## config.mk

```make
export PLATFORM = sky130hd
export DESIGN_NAME = dmem_arbiter
export DESIGN_NICKNAME = d
export VERILOG_FILES = /design/src/rtl/dmem_arbiter_pkg.sv /design/src/rtl/dmem_arbiter_grant.sv /design/src/rtl/dmem_arbiter.sv
export SDC_FILE = /design/constraint.sdc
export NUM_CORES = 1
export LEC_CHECK = 0
export CAP_MARGIN = 20
export CORE_MARGIN = 2
export CORE_UTILIZATION = 40
export DETAILED_ROUTE_END_ITERATION = 16
export GPL_TIMING_DRIVEN = 1
export PLACE_DENSITY_LB_ADDON = 0.25
export SYNTH_ARGS = -nofsm -noshare
export SYNTH_HDL_FRONTEND = slang
export SYNTH_SLANG_ARGS = --single-unit
```

## constraint.sdc

```tcl
create_clock -name i_clk -period 5.2 [get_ports i_clk]
set_input_delay 1.04 -clock i_clk [delete_from_list [all_inputs] [get_ports i_clk]]
set_output_delay 1.04 -clock i_clk [all_outputs]
set_load 0.03 [all_outputs]
```

## src/rtl/dmem_arbiter_pkg.sv

```systemverilog
// Shared types and default sizing for the data-memory arbiter slice.
// Build option DMEM_ARB_RR_EN selects round-robin arbitration instead of fixed priority with starvation guard.
package dmem_arbiter_pkg;

  localparam int unsigned DMEM_DATA_WIDTH = 32;
  localparam int unsigned DMEM_DEPTH      = 256;
  localparam int unsigned DMEM_ADDR_WIDTH = $clog2(DMEM_DEPTH);

  typedef enum logic {
    ARB   = 1'b0,
    LOCK1 = 1'b1
  } arb_state_t;

  typedef enum logic {
    PORT_CPU = 1'b0,
    PORT_DBG = 1'b1
  } port_id_t;

  typedef struct packed {
    logic                       we;
    logic [DMEM_ADDR_WIDTH-1:0] addr;
    logic [DMEM_DATA_WIDTH-1:0] wdata;
  } dmem_req_t;

endpackage

```

## src/rtl/dmem_arbiter_grant.sv

```systemverilog
// Combinational grant select for the two memory ports (module arb_grant).
// DMEM_ARB_RR_EN: round-robin on contention; otherwise port 0 wins unless port 1 is starved.
module arb_grant
  import dmem_arbiter_pkg::*;
(
  input  logic lock_i,
  input  logic valid0_i,
  input  logic valid1_i,
`ifdef DMEM_ARB_RR_EN
  input  logic last_grant_i,
`else
  input  logic wait_sat_i,
`endif
  output logic gnt0_o,
  output logic gnt1_o
);

  always_comb begin
    gnt0_o = 1'b0;
    gnt1_o = 1'b0;
    if (lock_i) begin
      gnt1_o = valid1_i;
    end else if (valid0_i && valid1_i) begin
`ifdef DMEM_ARB_RR_EN
      if (port_id_t'(last_grant_i) == PORT_CPU) gnt1_o = 1'b1;
      else                                      gnt0_o = 1'b1;
`else
      if (wait_sat_i) gnt1_o = 1'b1;
      else            gnt0_o = 1'b1;
`endif
    end else begin
      gnt0_o = valid0_i;
      gnt1_o = valid1_i;
    end
  end

endmodule

```

## src/rtl/dmem_arbiter.sv

```systemverilog
// Shares the single-port data memory between the CPU MEM stage (port 0) and a debug/loader port (port 1).
// Build option DMEM_ARB_RR_EN: round-robin arbitration; the starvation counter is then not built.
module dmem_arbiter
  import dmem_arbiter_pkg::*;
#(
  parameter int unsigned DATA_WIDTH = DMEM_DATA_WIDTH,
  parameter int unsigned MEM_DEPTH  = DMEM_DEPTH,
  parameter int unsigned MAX_WAIT   = 8,
  localparam int unsigned ADDR_WIDTH = $clog2(MEM_DEPTH)
) (
  input  logic                  i_clk,
  input  logic                  i_reset_n,
  input  logic                  i_req0_valid,
  input  logic                  i_req0_we,
  input  logic [ADDR_WIDTH-1:0] i_req0_addr,
  input  logic [DATA_WIDTH-1:0] i_req0_wdata,
  output logic                  o_req0_ready,
  output logic                  o_req0_rvalid,
  output logic [DATA_WIDTH-1:0] o_req0_rdata,
  input  logic                  i_req1_valid,
  input  logic                  i_req1_we,
  input  logic [ADDR_WIDTH-1:0] i_req1_addr,
  input  logic [DATA_WIDTH-1:0] i_req1_wdata,
  input  logic                  i_req1_lock,
  output logic                  o_req1_ready,
  output logic                  o_req1_rvalid,
  output logic [DATA_WIDTH-1:0] o_req1_rdata,
  output logic                  o_mem_en,
  output logic                  o_mem_we,
  output logic [ADDR_WIDTH-1:0] o_mem_addr,
  output logic [DATA_WIDTH-1:0] o_mem_wdata,
  input  logic [DATA_WIDTH-1:0] i_mem_rdata,
  output logic                  o_cpu_stall
);

  arb_state_t            state_q, state_d;
  logic                  rd_pend_q, rd_pend_d;
  port_id_t              rd_owner_q, rd_owner_d;
  logic [DATA_WIDTH-1:0] rdata0_q, rdata0_d;
  logic [DATA_WIDTH-1:0] rdata1_q, rdata1_d;
  logic                  gnt0, gnt1;
  port_id_t              winner;

`ifdef DMEM_ARB_RR_EN
  port_id_t last_grant_q, last_grant_d;
`else
  localparam int unsigned WAIT_W = $clog2(MAX_WAIT + 1);
  logic [WAIT_W-1:0] wait_q, wait_d;
  logic              wait_sat;
  assign wait_sat = (wait_q == WAIT_W'(MAX_WAIT));
`endif

  arb_grant u_grant (
    .lock_i      (state_q == LOCK1),
    .valid0_i    (i_req0_valid),
    .valid1_i    (i_req1_valid),
`ifdef DMEM_ARB_RR_EN
    .last_grant_i(last_grant_q),
`else
    .wait_sat_i  (wait_sat),
`endif
    .gnt0_o      (gnt0),
    .gnt1_o      (gnt1)
  );

  // Grants are masked while reset is held so no strobe escapes during reset.
  assign o_req0_ready = gnt0 & i_reset_n;
  assign o_req1_ready = gnt1 & i_reset_n;
  assign o_cpu_stall  = i_req0_valid & ~o_req0_ready & i_reset_n;
  assign winner       = o_req1_ready ? PORT_DBG : PORT_CPU;

  always_comb begin
    o_mem_en    = o_req0_ready | o_req1_ready;
    o_mem_we    = 1'b0;
    o_mem_addr  = '0;
    o_mem_wdata = '0;
    if (o_req1_ready) begin
      o_mem_we    = i_req1_we;
      o_mem_addr  = i_req1_addr;
      o_mem_wdata = i_req1_wdata;
    end else if (o_req0_ready) begin
      o_mem_we    = i_req0_we;
      o_mem_addr  = i_req0_addr;
      o_mem_wdata = i_req0_wdata;
    end
  end

  assign o_req0_rvalid = rd_pend_q & (rd_owner_q == PORT_CPU);
  assign o_req1_rvalid = rd_pend_q & (rd_owner_q == PORT_DBG);
  assign o_req0_rdata  = o_req0_rvalid ? i_mem_rdata : rdata0_q;
  assign o_req1_rdata  = o_req1_rvalid ? i_mem_rdata : rdata1_q;

  always_comb begin
    state_d = state_q;
    if (o_req1_ready) state_d = i_req1_lock ? LOCK1 : ARB;
    rd_pend_d  = o_mem_en & ~o_mem_we;
    rd_owner_d = winner;
    rdata0_d   = o_req0_rdata;
    rdata1_d   = o_req1_rdata;
`ifdef DMEM_ARB_RR_EN
    last_grant_d = o_mem_en ? winner : last_grant_q;
`else
    wait_d = wait_q;
    if (o_req1_ready)                  wait_d = '0;
    else if (i_req1_valid && !wait_sat) wait_d = wait_q + 1'b1;
`endif
  end

  always_ff @(posedge i_clk or negedge i_reset_n) begin
    if (!i_reset_n) begin
      state_q      <= ARB;
      rd_pend_q    <= 1'b0;
      rd_owner_q   <= PORT_CPU;
      rdata0_q     <= '0;
      rdata1_q     <= '0;
`ifdef DMEM_ARB_RR_EN
      last_grant_q <= PORT_DBG;
`else
      wait_q       <= '0;
`endif
    end else begin
      state_q      <= state_d;
      rd_pend_q    <= rd_pend_d;
      rd_owner_q   <= rd_owner_d;
      rdata0_q     <= rdata0_d;
      rdata1_q     <= rdata1_d;
`ifdef DMEM_ARB_RR_EN
      last_grant_q <= last_grant_d;
`else
      wait_q       <= wait_d;
`endif
    end
  end

endmodule
```

Word level (Yosys, flattened, before mapping). Index checks and enable logic that the tools add are counted. Widths: inputs -> output; s select.

Bits in latches: 0. ROM bits: 0. Bits in registers: 71. Memories: 0. Logic and storage cells: 41. RAM bits: 0.

Bitwise gates (word level): 11. Add/sub/neg operators: 1. Reductions and logical operators: 4. Order comparisons: 0. Multipliers: 0. Divide/modulo/power cells: 0. Multiplexer cells: 18. Equal/unequal tests: 1. Shifts and indexed selects: 0.

Operators by type and width (count): $mux 32 (4); $mux 8 (2); $mux 1 (10); $mux 4 (2); $and 1x1->1 (7); $add 4x1->4 const B (1); $eq 4x4->1 const B (1); $not 1->1 (3); $logic_and 1x1->1 (2); $reduce_bool 2->1 (1); $logic_not 1->1 (1); $or 1x1->1 (1).

Logic depth before layout (Yosys ltp). Gate-level depths: netlist of run 1.

Depth in word-level cells: 9. Depth in mapped cells: 7. Gate-level depth less buffers: 5.

By module. Synthesis of run 1 repeated with hierarchy kept, for this count alone.

Cells, all modules: 229. Area, all modules: 3318.2 um^2.

Modules (own cells, without submodules): dmem_arbiter (instances 1, area each 3291.9 um^2, seq. area each 1776.7 um^2, cells an instance 226); arb_grant (instances 1, area each 26.3 um^2, seq. area each 0.0 um^2, cells an instance 3).

Worst setup path after synthesis of run 1. No wires, ideal clock.

Kind: input port to output port. Start point: input i_req1_valid. End point: output o_mem_addr[0]. Path buffers: 3. Stages on the path: 6. Setup slack: 1.910 ns. Data required time: 4.160 ns. Arrival time: 2.250 ns. Path through: buf_6 > and4b_4 > nand2b_4 > buf_6 > buf_6 > o22ai_1.

Word-level cells in the longest chain between the ends: 6. Elaborated cells between the ends (all ways): 9.

Ends and longest elaborated chain: from (decl) (line dmem_arbiter.sv:20) `input logic i_req1_valid,`; $logic_and 1x1->1 (line dmem_arbiter_grant.sv:23) `end else if (valid0_i && valid1_i) begin`; $mux 1 (line dmem_arbiter_grant.sv:23); $mux 1 (line dmem_arbiter_grant.sv:21) `if (lock_i) begin`; $and 1x1->1 (line dmem_arbiter.sv:67) `assign o_req0_ready = gnt0 & i_reset_n;`; $mux 8 (line dmem_arbiter.sv:81) `end else if (o_req0_ready) begin`; $mux 8 (*) (line dmem_arbiter.sv:77) `if (o_req1_ready) begin`; to (decl) (line dmem_arbiter.sv:30) `output logic [ADDR_WIDTH-1:0] o_mem_addr,`.

Every way passes the cells marked *; elsewhere a longest branch is shown, timed or not.

Worst setup path in the final report of run 1.
Start point: input i_req1_valid. End point: output o_mem_wdata[15].

Word-level cells in the longest chain between the ends: 6. Elaborated cells between the ends (all ways): 9.

Ends and longest elaborated chain: $logic_and 1x1->1 (line dmem_arbiter_grant.sv:23); $mux 1 (line dmem_arbiter_grant.sv:23); $mux 1 (line dmem_arbiter_grant.sv:21); $and 1x1->1 (line dmem_arbiter.sv:67); $mux 32 (line dmem_arbiter.sv:81); $mux 32 (*) (line dmem_arbiter.sv:77); to (decl) (line dmem_arbiter.sv:31) `output logic [DATA_WIDTH-1:0] o_mem_wdata,`.

Marked as above.

==> results_dict.tcl, run 1 <==
set metrics [dict create \
    netlist_instances 324 \
    grt_busiest_layer "met2" \
    grt_use_total_pct 21.5 \
    period_minus_slack_ns 4.42 \
    skew_ns 0.0148 \
    intPower_w 0.00166 \
    cp_max_fo 43 \
    cts_made_buffers 9 \
    route.final.wire_length_um 10600 \
    grt_max_degree 104 \
    hpwl_um 8200 \
    yosys_register_bits 71 \
    rr_worst_depth 5 \
    cp.required_ns 4.16 \
    first_iter_violations 123 \
    grt_pass1_wl_um 16500 \
    cp.arrival_ns 3.38 \
    hold_class "flip-flop to flip-flop" \
    r2r_start "wait_q[0]" \
    irDropWorstVdd_mv 0.173 \
    p_sw_share_pct 40.1 \
    die-area_um2 9680 \
    start_util_pct 41.1 \
    drive_gt1_share_pct 17.4 \
    synthDistinctLibCells 29 \
    postCtsSetupRepairBufs 0 \
    synth_top_area_cell "dfrtp_1" \
    syn_avg_cell_area_um2 11.0 \
    grt_util_met2_pct 38.1 \
    ys_seq_area_share_pct 49.8 \
    post-route-period-util_pct 85.0 \
    clk_pin_slew_ns 0.07 \
    synth_area_um2 3560 \
    rsz0062_at_grt "false" \
    power_frac_clock_pct 14.5 \
    r2r-end "rd_pend_q" \
    setup_ws_ns 0.780 \
    switchingPower_w 0.00111 \
    grt_util_met1_pct 24.4 \
    seqPwrFrac_pct 30.0 \
    power_frac_comb_pct 55.5 \
    ff_latch_area_um2 1780 \
    antenna_found_initial 0 \
    slew_headroom_pct 34.9 \
    cts-hold-fix-buffers 0 \
    core_area_um2 8680 \
    gr-total-overflow 0 \
    drtPass1Iterations 4 \
    crit_path_end "o_mem_wdata[15]" \
    final_nets 663 \
    clock_sinks 71 \
    port_buffers 229 \
    tightestPinTransition_ns 0.977 \
    status "finished, final reports clean" \
    power.density_nw_per_um2 460 \
    die_y_um 98.4 \
    clock_path_buffers 2 \
    cp-startpoint "i_req1_valid" \
    place_worst_setup_slack_ns 0.774 \
    grt_pass1_vias 3342 \
    final_cells 655 \
    syn_to_final_growth_pct 68.9 \
    dp_cells 639 \
    place.gp.congestion 0.843 \
    slew_violations 0 \
    via_per_inst 4.97 \
    rrSetupSlack_ns 3.50 \
    cts_tree "built" \
    ant_nets 0 \
    cp-end-kind "output port" \
    htreeDepth 3 \
    leakage_nw 2.48 \
    whs_ns 0.498 \
    maxCapViolCount 0 \
    synth_fp_nets 445 \
    clock.fmax_mhz 226 \
    num_rows 34 \
    cts.root.buffer_cell "clkbuf_8" \
    ioPinCount 230 \
    yosys_warnings 0 \
    vias 3256 \
    finalHoldViolCount 0 \
    avgRoutedWirePerCell_um 16.2 \
    crit_type "input port to output port" \
    cts_resized 0 \
    use_met3_pct 6.08 \
    start_kind "input port" \
    netlist.area_leader.share_pct 49.8 \
    die_w_um 98.4 \
    diodes 0 \
    synth_area_leaders "dfrtp_1 (50%), mux2_2 (20%), nand2_1 (9.1%)" \
    multi_input_area_um2 1580 \
    fin_tns_setup_ns 0 \
    worst_skew_pair.late_latency_ns 0.34 \
    setup_violations 0 \
    filler_cell_count 663 \
    drc 0 \
]
[cell usage after synthesis (all sizes together)]
cell type / n
o22ai: 41
inv: 5
nor2b: 3
a32o: 1
o21ai: 1
and3b: 2
and4b: 1
o211a: 1
nor2: 4
xnor2: 1
nand2: 86
a211o: 1
o32ai: 1
a21oi: 3
o21a: 1
nand2b: 5
a22o: 1
ha: 2
a21bo: 1
buf: 20
nand4: 1
dfrtp: 71
mux2: 64
clkbuf: 7
[critical path, cell delays in order]
cell and delay (ns):
clkdlybuf4s50_1 0.59, and4b_4 0.33, nand2b_4 0.37, o22ai_1 0.31, clkdlybuf4s50_1 0.74
[kinds of logic after synthesis]
logic type	synth area share, %
simple gates	12.1
flops	49.8
mux	20.2
compound gates	11.0
buf+inv	5.90
fa+ha+maj	0.702
xor+xnor	0.246
[power by group through the flow]
stage | sequential (W) | clock [W] | combinational (W)
3_5_place_dp | 0.000842 | 0 | 0.00155
3_3_place_gp | 0.000828 | 0 | 0.00152
6_report | 0.000831 | 0.000402 | 0.00154
2_1_floorplan | 0.000818 | 0 | 0.000918
5_1_grt | 0.000855 | 0.000442 | 0.00161
4_1_cts | 0.000831 | 0.000414 | 0.00155
[state kept, by name (all words and copies together), names as in the netlist]
| signal | cells |
|---|---|
| rd_pend_q | 1 |
| rd_owner_q | 1 |
| rdata1_q | 32 |
| state_q | 1 |
| rdata0_q | 32 |
| wait_q | 4 |
[placed cells by master, fill, tap and decap left out, types with 2 or more instances in the layout]
| cell | synthesis | layout |
|---|---|---|
| clkdlybuf4s50_1 | 0 | 228 |
| nand2_1 | 86 | 86 |
| dfrtp_1 | 71 | 71 |
| mux2_2 | 64 | 64 |
| o22ai_1 | 36 | 36 |
| clkbuf_8 | 0 | 11 |
| buf_4 | 1 | 6 |
| inv_1 | 5 | 5 |
| o22ai_2 | 5 | 5 |
| nor2_1 | 4 | 4 |
| nand2b_1 | 4 | 4 |
| nor2b_1 | 3 | 3 |
| and3b_1 | 2 | 2 |
| a21oi_1 | 2 | 2 |
| ha_1 | 2 | 2 |
| clkinv_4 | 0 | 2 |
[worst min path at each step]
stage | start | to | slack (ns) | depth (start not counted)
2_1_floorplan | state_q | state_q | 0.48 | 2
3_3_place_gp | rdata0_q[1] | rdata0_q[1] | 0.48 | 1
3_5_place_dp | rdata1_q[10] | rdata1_q[10] | 0.48 | 1
4_1_cts | rdata1_q[10] | rdata1_q[10] | 0.50 | 1
5_1_grt | rdata0_q[12] | rdata0_q[12] | 0.51 | 1
6_report | rdata1_q[23] | rdata1_q[23] | 0.50 | 1
[stage by stage]
stage	cell area (um^2)	utilization, %	power, W
finish	6020	69.4	0.00277
global route	6020	69.4	0.00291
CTS	6020	69.4	0.00279
detailed placement	5840	67.2	0.00239
global placement	5840	67.2	0.00234
floorplan	3560	-	0.00174
[per-layer routing]
metal  part of all wire (%)  up-vias
li1                       -     1557
met1                     39     1538
met2                     51      145
met3                    7.6       16
met4                    2.4        0
met5                      0        -
[final cells by class]
class                   count  area share, %
inverters                   5          0.312
flip-flops and latches     71           29.5
clock buffers              12           2.58
repair buffers            234           38.7
clock inverters             4          0.499
multi-input cells         221           26.2
well taps                 108           2.24
(Power assumes the default switching activity.)
==> run 2, diff against run 1 <==
--- a/config.mk
+++ b/config.mk
@@ -7,7 +7,7 @@
 export LEC_CHECK = 0
 export CAP_MARGIN = 20
 export CORE_MARGIN = 2
-export CORE_UTILIZATION = 40
+export CORE_UTILIZATION = 37
 export DETAILED_ROUTE_END_ITERATION = 16
 export GPL_TIMING_DRIVEN = 1
 export PLACE_DENSITY_LB_ADDON = 0.25
==> constraint.sdc (replaced) <==
create_clock -name i_clk -period 4.1 [get_ports i_clk]
set_input_delay 0.82 -clock i_clk [delete_from_list [all_inputs] [get_ports i_clk]]
set_output_delay 0.82 -clock i_clk [all_outputs]
set_load 0.03 [all_outputs]
==> results_dict.tcl, run 2 (synthesis gave the netlist of run 1 again) <==
set metrics [dict create \
    status "finished, final reports clean" \
    postCtsSetupRepairBufs 0 \
    start_util_pct 38.4 \
    final_nets 669 \
    drc 0 \
    die_y_um 102 \
    cts_resized 0 \
    rrSetupSlack_ns 2.41 \
    crit_type "input port to output port" \
    avgRoutedWirePerCell_um 15.5 \
    slew_violations 0 \
    drtPass1Iterations 4 \
    grt_max_degree 59 \
    gr-total-overflow 0 \
    finalHoldViolCount 0 \
    irDropWorstVdd_mv 0.251 \
    rr_worst_depth 5 \
    ant_nets 0 \
    cp_common_cell "clkdlybuf4s50_1" \
    grt_pass1_vias 3306 \
    final_common_cell "clkdlybuf4s50_1" \
    p_sw_share_pct 39.8 \
    tightestPinTransition_ns 0.482 \
    skew_ns 0.00975 \
    clk_pin_slew_ns 0.08 \
    first_iter_violations 76 \
    period_minus_slack_ns 3.70 \
    cp.required_ns 3.28 \
    hpwl_um 8410 \
    cp_num_buf_inv 2 \
    via_per_inst 4.79 \
    port_buffers 229 \
    clock.fmax_mhz 270 \
    power_frac_clock_pct 15.5 \
    cp_max_fo 43 \
    power.density_nw_per_um2 581 \
    die-area_um2 10400 \
    slew_headroom_pct 67.9 \
    clock_path_buffers 2 \
    die_w_um 102 \
    place.gp.congestion 0.824 \
    critical_path.max_stage_delay_ns 0.73 \
    intPower_w 0.00213 \
    cp-startpoint "i_req0_valid" \
    diodes 0 \
    vias 3262 \
    cts.root.buffer_cell "clkbuf_8" \
    antenna_found_initial 0 \
    switchingPower_w 0.00141 \
    post-route-period-util_pct 90.2 \
    clock_sinks 71 \
    rsz0062_at_grt "false" \
    r2r_start "wait_q[0]" \
    drive_gt1_share_pct 19.6 \
    crit_path_top_delay_cell "clkdlybuf4s50_1" \
    grt_use_total_pct 19.5 \
    leakage_nw 2.53 \
    setup_ws_ns 0.401 \
    fin_tns_setup_ns 0 \
    power_frac_comb_pct 54.8 \
    core_area_um2 9280 \
    maxCapViolCount 0 \
    largestRegisters "rdata0_q: 32 flops, rdata1_q: 32 flops, wait_q: 4 flops" \
    grt_pass1_wl_um 15900 \
    syn_to_final_growth_pct 71.0 \
    num_rows 35 \
    final_cell_mix "clkdlybuf4s50_1 (221), nand2_1 (86), dfrtp_1 (71)" \
    cp.arrival_ns 2.88 \
    worst_skew_pair.late_latency_ns 0.34 \
    ioPinCount 230 \
    r2r-end "rd_pend_q" \
    route.final.wire_length_um 10600 \
    cp-end-kind "output port" \
    cts_tree "built" \
    start_kind "input port" \
    place_worst_setup_slack_ns 0.400 \
    cts-hold-fix-buffers 0 \
    setup_violations 0 \
    path_delay_family "buffers and inverters" \
    hold_class "input port to async pin" \
    path_cells "clkdlybuf4s50_1 -> nor2b_1 -> nand2b_4 -> o22ai_1 -> clkdlybuf4s50_1" \
    htreeDepth 3 \
    cts_made_buffers 9 \
    seqPwrFrac_pct 29.7 \
]
run 2: cell count changes in the layout (fill, tap and decap cells not counted), sizes merged:
cell / change
buf: +13
clkinvlp: +1
clkinv: -1
clkbuf: -3
clkdlybuf4s50: -7
inv: +1
bufinv: +1
run 2: cell type report:
type	count	area, um^2
clock buffer	9	124
clock inverter	6	71.3
fill	747	3190
inverter	5	18.8
multi-input combinational	221	1580
sequential	71	1780
tap	129	161
timing repair buffer	240	2370
run 2: layer usage:
layer  wire (um)  GRT usage [%]  vias up
met5           0              0        -
met4         220           7.79        0
met3         801           4.45       14
met2        5540           37.2      145
met1        4020           20.6     1533
li1            -              -     1570
run 2: metrics by stage:
step                      hold WS (ns)  std cells  area [um^2]  util, %  total power, W
after floorplan                  0.481        324         3560        -         0.00220
after global placement           0.477        666         5900     63.6         0.00297
after detailed placement         0.481        666         5900     63.6         0.00302
after CTS                        0.340        681         6100     65.7         0.00358
after global routing             0.348        681         6100     65.7         0.00371
final                            0.353        681         6100     65.7         0.00354
run 2: worst max-delay path by stage:
stage | end | slack (ns) | cells after the start
after detailed placement | o_mem_wdata[6] | 0.40 | 5
final | o_mem_wdata[6] | 0.40 | 5
after global placement | o_mem_wdata[9] | 0.43 | 5
after CTS | o_mem_wdata[6] | 0.39 | 5
after floorplan | o_mem_addr[0] | 1.25 | 6
after global routing | o_mem_wdata[6] | 0.26 | 5
run 2: power by group through the flow:
stage	Combinational [W]	Sequential (W)	Clock (W)
after floorplan	0.00116	0.00104	0
after global placement	0.00192	0.00105	0
after detailed placement	0.00196	0.00107	0
after CTS	0.00196	0.00105	0.000565
after global routing	0.00204	0.00108	0.000591
final	0.00194	0.00105	0.000550
run 2: worst reg2reg max path, delay by kind of cell, from the launching register on:
kind	cells	cell delay, ns
fa+ha+maj	1	0.22
simple gates	2	0.58
flops	1	0.41
compound gates	1	0.33
buf+inv	1	0.06
==> run 3, diff against run 2 <==
--- a/config.mk
+++ b/config.mk
@@ -6,7 +6,6 @@
 export NUM_CORES = 1
 export LEC_CHECK = 0
 export CAP_MARGIN = 20
-export CORE_MARGIN = 2
 export CORE_UTILIZATION = 37
 export DETAILED_ROUTE_END_ITERATION = 16
 export GPL_TIMING_DRIVEN = 1
==> results_dict.tcl, run 3 (synthesis gave the netlist of run 1 again) <==
set metrics [dict create \
    post-route-period-util_pct 90.7 \
    maxCapViolCount 0 \
    power.density_nw_per_um2 577 \
    cp-startpoint "i_req0_valid" \
    clock.fmax_mhz 269 \
    start_util_pct 38.4 \
    grt_pass1_wl_um 16600 \
    slew_headroom_pct 66.8 \
    die_y_um 100 \
    cts_made_buffers 9 \
    rsz0062_at_grt "false" \
    irDropWorstVdd_mv 0.231 \
    gr-total-overflow 0 \
    place.gp.congestion 0.786 \
    cp.arrival_ns 2.90 \
    finish.utilization_pct 65.4 \
    setup_violations 0 \
    cts-hold-fix-buffers 0 \
    clock_sinks 71 \
    largestRegisters "rdata0_q: 32 flops, rdata1_q: 32 flops, wait_q: 4 flops" \
    core_area_um2 9280 \
    grt_pass1_vias 3374 \
    skew_ns 0.00929 \
    syn_to_final_growth_pct 70.4 \
    drc 0 \
    htreeDepth 3 \
    cp.required_ns 3.28 \
    port_buffers 229 \
    status "finished, final reports clean" \
    cp_max_fo 43 \
    fin_tns_setup_ns 0 \
    place_area_um2 5890 \
    first_iter_violations 102 \
    drtPass1Iterations 4 \
    period_minus_slack_ns 3.72 \
    ant_nets 0 \
    crit_type "input port to output port" \
    rr_worst_depth 5 \
    die_w_um 100 \
    route.final.wire_length_um 10800 \
    avgRoutedWirePerCell_um 15.8 \
    cp-end-kind "output port" \
    final_common_cell "clkdlybuf4s50_1" \
    ioPinCount 230 \
    antenna_found_initial 0 \
    diodes 0 \
    place_worst_setup_slack_ns 0.404 \
    clock_path_buffers 2 \
    slew_violations 0 \
    leakage_nw 2.52 \
    final_nets 666 \
    drive_gt1_share_pct 19.1 \
    hold_class "input port to async pin" \
    r2r_start "wait_q[0]" \
    cts.root.buffer_cell "clkbuf_8" \
    finalHoldViolCount 0 \
    die-area_um2 10000 \
    worst_skew_pair.late_latency_ns 0.33 \
    hpwl_um 8340 \
    grt_max_degree 46 \
    final_cell_mix "clkdlybuf4s50_1 (221), nand2_1 (86), dfrtp_1 (71)" \
    via_per_inst 4.83 \
    num_rows 35 \
    final_cell_area_um2 6080 \
    postCtsSetupRepairBufs 0 \
    grt_use_total_pct 21.4 \
    vias 3280 \
    setup_ws_ns 0.380 \
    cts_tree "built" \
    clk_pin_slew_ns 0.07 \
    cts_resized 0 \
    tightestPinTransition_ns 0.497 \
    start_kind "input port" \
]
==> run 3: changes by cell type in the layout (fill, tap and decap cells not counted) <==
| cell | change |
|---|---|
| clkbuf_1 | +1 |
| bufinv_16 | -1 |
| clkinv_2 | +1 |
| buf_4 | -4 |
| clkbuf_8 | +2 |
| clkinv_4 | -2 |
| buf_12 | +1 |
==> run 3: stage by stage <==
| stage | total power [W] | hold slack, ns | instances |
|---|---|---|---|
| final | 0.00351 | 0.377 | 679 |
| after global routing | 0.00369 | 0.363 | 679 |
| after detailed placement | 0.00303 | 0.485 | 663 |
| after floorplan | 0.00220 | 0.481 | 324 |
| after global placement | 0.00297 | 0.477 | 663 |
| after CTS | 0.00354 | 0.359 | 679 |
==> run 3: cell type report <==
type / count / area [um^2]
well taps: 129 / 161
fillers: 750 / 3210
clock buffers: 12 / 155
multi-input cells: 221 / 1580
repair buffers: 237 / 2360
clock inverters: 4 / 28.8
flip-flops and latches: 71 / 1780
inverters: 5 / 18.8
==> run 3: critical path, cell delays in order <==
cell	delay [ns]
clkdlybuf4s50_1	0.50
nor2b_1	0.27
nand2b_4	0.32
o22ai_1	0.24
clkdlybuf4s50_1	0.74
==> run 3: worst paths after layout <==
check	slack [ns]	endpoint
worst max-delay path	0.38	o_mem_wdata[7]
worst min register to register	0.50	rdata0_q[2]
min in group i_clk	0.50	rdata0_q[2]
max in group asynchronous	2.73	rdata0_q[1]
worst max register to register	2.41	rd_pend_q
worst min-delay path	0.38	rdata1_q[26]
==> run 3: routing by layer <==
layer,wire (um),vias up,share of wire (%),track usage (%)
li1,-,1566,-,-
met1,4140,1558,39,23.3
met2,5760,146,54,40.7
met3,700,10,6.5,4.39
met4,156,0,1.5,7.69
met5,0,-,0,0
==> run 3: power by group <==
group / switching [W] / leakage [nW] / internal [W]
Combinational: 0.00107 / 1.59 / 0.000879
Sequential: 0.0000856 / 0.836 / 0.000974
Clock: 0.000247 / 0.0890 / 0.000254
